$ cat src/rtl/immgen_stage_pkg.sv
// Shared constants for the immediate-generator stage: selector width and codes.
package immgen_stage_pkg;
    localparam int IMMSEL_W = 4;

    localparam logic [IMMSEL_W-1:0] IMM_I    = 4'd0;
    localparam logic [IMMSEL_W-1:0] IMM_S    = 4'd1;
    localparam logic [IMMSEL_W-1:0] IMM_B    = 4'd2;
    localparam logic [IMMSEL_W-1:0] IMM_U    = 4'd3;
    localparam logic [IMMSEL_W-1:0] IMM_J    = 4'd4;
    localparam logic [IMMSEL_W-1:0] IMM_Z    = 4'd5;
    localparam logic [IMMSEL_W-1:0] IMM_SH   = 4'd6;
    localparam logic [IMMSEL_W-1:0] IMM_NONE = 4'd7;
    localparam logic [IMMSEL_W-1:0] IMM_CI   = 4'd8;
    localparam logic [IMMSEL_W-1:0] IMM_CJ   = 4'd9;
    localparam logic [IMMSEL_W-1:0] IMM_CB   = 4'd10;
    localparam logic [IMMSEL_W-1:0] IMM_CIW  = 4'd11;
endpackage

$ cat src/rtl/immgen_stage_imm_extract.sv
// Combinational immediate extraction for base and compressed formats.
module imm_extract
    import immgen_stage_pkg::*;
#(
    parameter int XLEN = 64,
    parameter bit RVC  = 1'b1
) (
    input  logic [31:0]         inst,
    input  logic [IMMSEL_W-1:0] immsel,
    output logic [XLEN-1:0]     imm,
    output logic                err
);
    // The opcode size bits never contribute to any immediate.
    logic unused_opcode_bits;
    assign unused_opcode_bits = ^inst[1:0];

    always_comb begin
        imm = '0;
        err = 1'b0;
        case (immsel)
            IMM_I:    imm = XLEN'($signed(inst[31:20]));
            IMM_S:    imm = XLEN'($signed({inst[31:25], inst[11:7]}));
            IMM_B:    imm = XLEN'($signed({inst[31], inst[7], inst[30:25], inst[11:8], 1'b0}));
            IMM_U:    imm = XLEN'($signed({inst[31:12], 12'b0}));
            IMM_J:    imm = XLEN'($signed({inst[31], inst[19:12], inst[20], inst[30:21], 1'b0}));
            IMM_Z:    imm = XLEN'(inst[19:15]);
            IMM_SH:   imm = (XLEN == 64) ? XLEN'(inst[25:20]) : XLEN'(inst[24:20]);
            IMM_NONE: imm = '0;
            IMM_CI:   if (RVC) imm = XLEN'($signed({inst[12], inst[6:2]}));
                      else     err = 1'b1;
            IMM_CJ:   if (RVC) imm = XLEN'($signed({inst[12], inst[8], inst[10:9], inst[6],
                                                    inst[7], inst[2], inst[11], inst[5:3], 1'b0}));
                      else     err = 1'b1;
            IMM_CB:   if (RVC) imm = XLEN'($signed({inst[12], inst[6:5], inst[2], inst[11:10],
                                                    inst[4:3], 1'b0}));
                      else     err = 1'b1;
            IMM_CIW:  if (RVC) imm = XLEN'({inst[10:7], inst[12:11], inst[5], inst[6], 2'b00});
                      else     err = 1'b1;
            default:  err = 1'b1;
        endcase
    end
endmodule

$ cat src/rtl/immgen_stage.sv
// Registered immediate generator with a 2-entry skid buffer and saturating error counter.
module immgen_stage
    import immgen_stage_pkg::*;
#(
    parameter int XLEN   = 64,
    parameter bit RVC    = 1'b1,
    parameter int ECNT_W = 8
) (
    input  logic                clk,
    input  logic                rst_n,
    input  logic                flush,
    input  logic                in_valid,
    output logic                in_ready,
    input  logic [31:0]         in_inst,
    input  logic [IMMSEL_W-1:0] in_immsel,
    output logic                out_valid,
    input  logic                out_ready,
    output logic [31:0]         out_inst,
    output logic [XLEN-1:0]     out_imm,
    output logic                out_err,
    output logic [ECNT_W-1:0]   err_cnt
);
    localparam logic [ECNT_W-1:0] CNT_MAX = '1;

    logic [XLEN-1:0]   ext_imm;
    logic              ext_err;

    logic              main_valid_reg;
    logic [31:0]       main_inst_reg;
    logic [XLEN-1:0]   main_imm_reg;
    logic              main_err_reg;
    logic              skid_valid_reg;
    logic [31:0]       skid_inst_reg;
    logic [XLEN-1:0]   skid_imm_reg;
    logic              skid_err_reg;
    logic [ECNT_W-1:0] err_cnt_reg;

    logic in_fire;
    logic out_fire;
    logic main_open;

    imm_extract #(.XLEN(XLEN), .RVC(RVC)) u_extract (
        .inst   (in_inst),
        .immsel (in_immsel),
        .imm    (ext_imm),
        .err    (ext_err)
    );

    // in_ready comes straight from a flop: the skid entry is the only thing that can block input.
    assign in_ready  = !skid_valid_reg;
    assign in_fire   = in_valid && in_ready;
    assign out_fire  = main_valid_reg && out_ready;
    assign main_open = !main_valid_reg || out_ready;

    always_ff @(posedge clk or negedge rst_n) begin
        if (!rst_n) begin
            main_valid_reg <= 1'b0;
            main_inst_reg  <= '0;
            main_imm_reg   <= '0;
            main_err_reg   <= 1'b0;
            skid_valid_reg <= 1'b0;
            skid_inst_reg  <= '0;
            skid_imm_reg   <= '0;
            skid_err_reg   <= 1'b0;
        end else if (flush) begin
            main_valid_reg <= 1'b0;
            skid_valid_reg <= 1'b0;
        end else if (main_open) begin
            if (skid_valid_reg) begin
                // Skid full means in_ready was low, so no new entry competes this cycle.
                main_valid_reg <= 1'b1;
                main_inst_reg  <= skid_inst_reg;
                main_imm_reg   <= skid_imm_reg;
                main_err_reg   <= skid_err_reg;
                skid_valid_reg <= 1'b0;
            end else if (in_fire) begin
                main_valid_reg <= 1'b1;
                main_inst_reg  <= in_inst;
                main_imm_reg   <= ext_imm;
                main_err_reg   <= ext_err;
            end else begin
                main_valid_reg <= 1'b0;
            end
        end else if (in_fire) begin
            skid_valid_reg <= 1'b1;
            skid_inst_reg  <= in_inst;
            skid_imm_reg   <= ext_imm;
            skid_err_reg   <= ext_err;
        end
    end

    // Counts every erroneous handshake the consumer sees, flush or not.
    always_ff @(posedge clk or negedge rst_n) begin
        if (!rst_n) begin
            err_cnt_reg <= '0;
        end else if (out_fire && main_err_reg && (err_cnt_reg != CNT_MAX)) begin
            err_cnt_reg <= err_cnt_reg + 1'b1;
        end
    end

    assign out_valid = main_valid_reg;
    assign out_inst  = main_inst_reg;
    assign out_imm   = main_imm_reg;
    assign out_err   = main_err_reg;
    assign err_cnt   = err_cnt_reg;
endmodule

$ cat config.mk
export PLATFORM = sky130hd
export DESIGN_NAME = immgen_stage
export DESIGN_NICKNAME = d
export VERILOG_FILES = /design/src/rtl/immgen_stage_pkg.sv /design/src/rtl/immgen_stage_imm_extract.sv /design/src/rtl/immgen_stage.sv
export SDC_FILE = /design/constraint.sdc
export NUM_CORES = 1
export LEC_CHECK = 0
export BUFFER_PORTS_ARGS = -buffer_cell sky130_fd_sc_hd__buf_4
export CAP_MARGIN = 20
export CORE_MARGIN = 8
export CORE_UTILIZATION = 55
export CTS_CLUSTER_SIZE = 16
export DETAILED_ROUTE_END_ITERATION = 16
export PLACE_DENSITY = 0.81
export SYNTH_ARGS = -nofsm -noshare
export SYNTH_HDL_FRONTEND = slang
export SYNTH_SLANG_ARGS = --single-unit
$ cat constraint.sdc
create_clock -name clk -period 1.75 [get_ports clk]
set_input_delay 0.175 -clock clk [delete_from_list [all_inputs] [get_ports clk]]
set_output_delay 0.175 -clock clk [all_outputs]
set_load 0.01 [all_outputs]
==> metrics <==
fraction of registers with async set/reset 1.00; Syn Nets between 700 and 800; Yosys cell types between 50 and 60; chip width ~130 um; WL final 19.0 mm; Routed wire per std cell 18.6 um; dpl hpwl 13.5 mm; Worst Tran Pin Value slightly below 0.5 ns; Die Area between 0.015 and 0.02 sq mm; FF+latch count, synth 140; overall routing resource usage 0.235; top cells by area, synth dfrtp_1 52%, nand2_1 11%, o21ai_0 5.4%; CTS H-tree depth 4; share of cells above drive strength 1 0.249; initial antenna violation count 0; CTS buffer count 17; DR pass1 iterations 8; largest net degree at the start of global routing 51; Hold Vio Cnt, Final 0; Worst slew margin 0.677; vias post-DR between 5000 and 6000; Pleak 4.15 nW; Worst setup SP type primary input; Worst-path clk slew about 0.060 ns; CP Class in2reg; DRT iter0 DRCs between 700 and 800; clk_skew 0.00621 ns; Overflow after GRT 0; Synth warnings 0; Worst Path Arrival between 1.5 and 2 ns; synth cell count leaders 194 x nand2_1, 140 x dfrtp_1, 73 x o21ai_0; unrepaired setup endpoints after global routing no; Tmin final about 1.7 ns; fin crit share 0.953; WHS a little over 0.008 ns; Pins Over Slew Limit 0; Synth top area share 0.516; synthesized area per cell roughly 9.2 sq um; cell taking the most area after synthesis dfrtp_1; outcome completed; max_cap viols 0; IO buf count ~150; Area Growth Syn to Fin 27.3%; share of the yosys chip area belonging to registers 0.516; die span in y around 130 um; Most used DFF post-synth dfrtp_1; Clock Path Buffers 2; Final nets roughly 900; peak supply drop 0.000673 V; Antenna Violating Nets Remaining 0; Core Region about 0.012 sq mm; clock latency on the worst-skew pair between 0.4 and 0.5 ns; global placer's final weighted congestion 0.868; worst hold-check path type in2reg; ant diodes 0; Fill cells approximately 870; Req. time, crit path about 2.0 ns; Setup TNS 0 ns; # setup viols final 0; most frequent cell after synthesis nand2_1; Crit Path Max Fanout 10; Vias per Instance around 5.8; global-route wire length before repair between 30 and 40 mm; CP endpoint kind flip-flop; Cells after Synth approximately 740; Rows 40; Netlist Area Pre-Place just under 0.007 sq mm; TritonCTS Sinks 140; total power density per cell area 1130 mW/mm^2; number of global-route vias before repair around 5900; FMAX about 600 MHz; I/O pin cnt between 100 and 150; drc violations 0; Initial Util 0.565; Root Buffer clkbuf_16; TritonCTS clock tree built; Post-synth EDFFs 0
[worst max-delay path: stages]
cell	delay, ns
dlygate4sd3_1	0.54
buf_4	0.15
nor2b_1	0.16
o21a_4	0.24
buf_4	0.19
a211oi_1	0.36
o21ai_0	0.14
[where the power goes]
group          internal [W]  switching (W)  leakage (nW)
clock               0.00213        0.00135         0.266
sequential          0.00384       0.000382          1.78
combinational      0.000987        0.00108          2.10
[final timing paths]
path | endpoint | slack (ns) | from | cells after the start
hold / removal | skid_inst_reg[30] | 0.008 | in_inst[30] | 3
setup reg to reg | out_inst[2] | 0.16 | skid_valid_reg | 4
hold reg to reg | skid_imm_reg[62] | 0.47 | skid_imm_reg[62] | 2
min in group asynchronous | out_imm[23] | 0.27 | rst_n | 2
setup / recovery | skid_imm_reg[30] | 0.08 | in_inst[31] | 7
max in group asynchronous | out_inst[5] | 0.83 | rst_n | 3
[logic make-up (layout without fill, tap and decap cells)]
| logic type | count (synthesis) | count (layout) | synth area share |
|---|---|---|---|
| XOR/XNOR | 4 | 4 | 0.00516 |
| AND/OR/NAND/NOR | 285 | 285 | 0.185 |
| multiplexers | 38 | 38 | 0.0566 |
| AO/OA/AOI/OAI | 181 | 181 | 0.158 |
| flip-flops | 140 | 140 | 0.516 |
| adder cells (fa/ha/maj) | 2 | 2 | 0.00332 |
| buffers and inverters | 85 | 224 | 0.0752 |
[metal layers]
metal	global-route usage	routed length, um	vias to the layer above
met5	0	0	-
met4	0.108	518	0
met3	0.0703	1780	41
met2	0.371	8990	274
met1	0.293	7720	2834
li1	-	-	2749
[per-stage QoR]
stage | cells | cell area (sq um) | util | worst slack [ns] | power [W]
global route | 1021 | 8640 | 0.719 | 0.0325 | 0.0102
floorplan | 735 | 6790 | - | 0.236 | 0.00531
finish | 1021 | 8640 | 0.719 | 0.0829 | 0.00976
detailed placement | 972 | 7880 | 0.656 | 0.113 | 0.00629
global placement | 972 | 7880 | 0.656 | 0.167 | 0.00618
CTS | 1020 | 8610 | 0.717 | 0.00399 | 0.00980
[layout by cell type, fill, tap and decap left out, drive strengths merged, types with 10 or more instances in the layout]
cell,netlist,layout
o21ai,81,81
buf,63,170
mux2i,35,35
nand3,10,10
and3,11,11
dfrtp,140,140
a31oi,16,16
dlygate4sd3,0,16
a21oi,44,44
a221o,11,11
nor2,36,36
clkbuf,16,22
nand2,194,194
[cell type report]
class / instances / area (sq um) / area share
well taps: 147 / 184 / 0.0213
multi-input cells: 510 / 2790 / 0.323
clock buffers: 22 / 454 / 0.0526
flip-flops and latches: 140 / 3500 / 0.406
repair buffers: 186 / 1570 / 0.181
inverters: 6 / 22.5 / 0.00261
clock inverters: 10 / 118 / 0.0136
[what timing repair did]
| item | 4_1_cts | 5_1_grt |
|---|---|---|
| hold buffers | 16 | 0 |
| endpoints found under the hold margin | 63 | 0 |
| setup endpoints to repair | 0 | 22 |
| gates resized for setup | 0 | 3 |
| buffers inserted | 0 | 1 |
No activity file was read; power rests on OpenSTA's default activity.
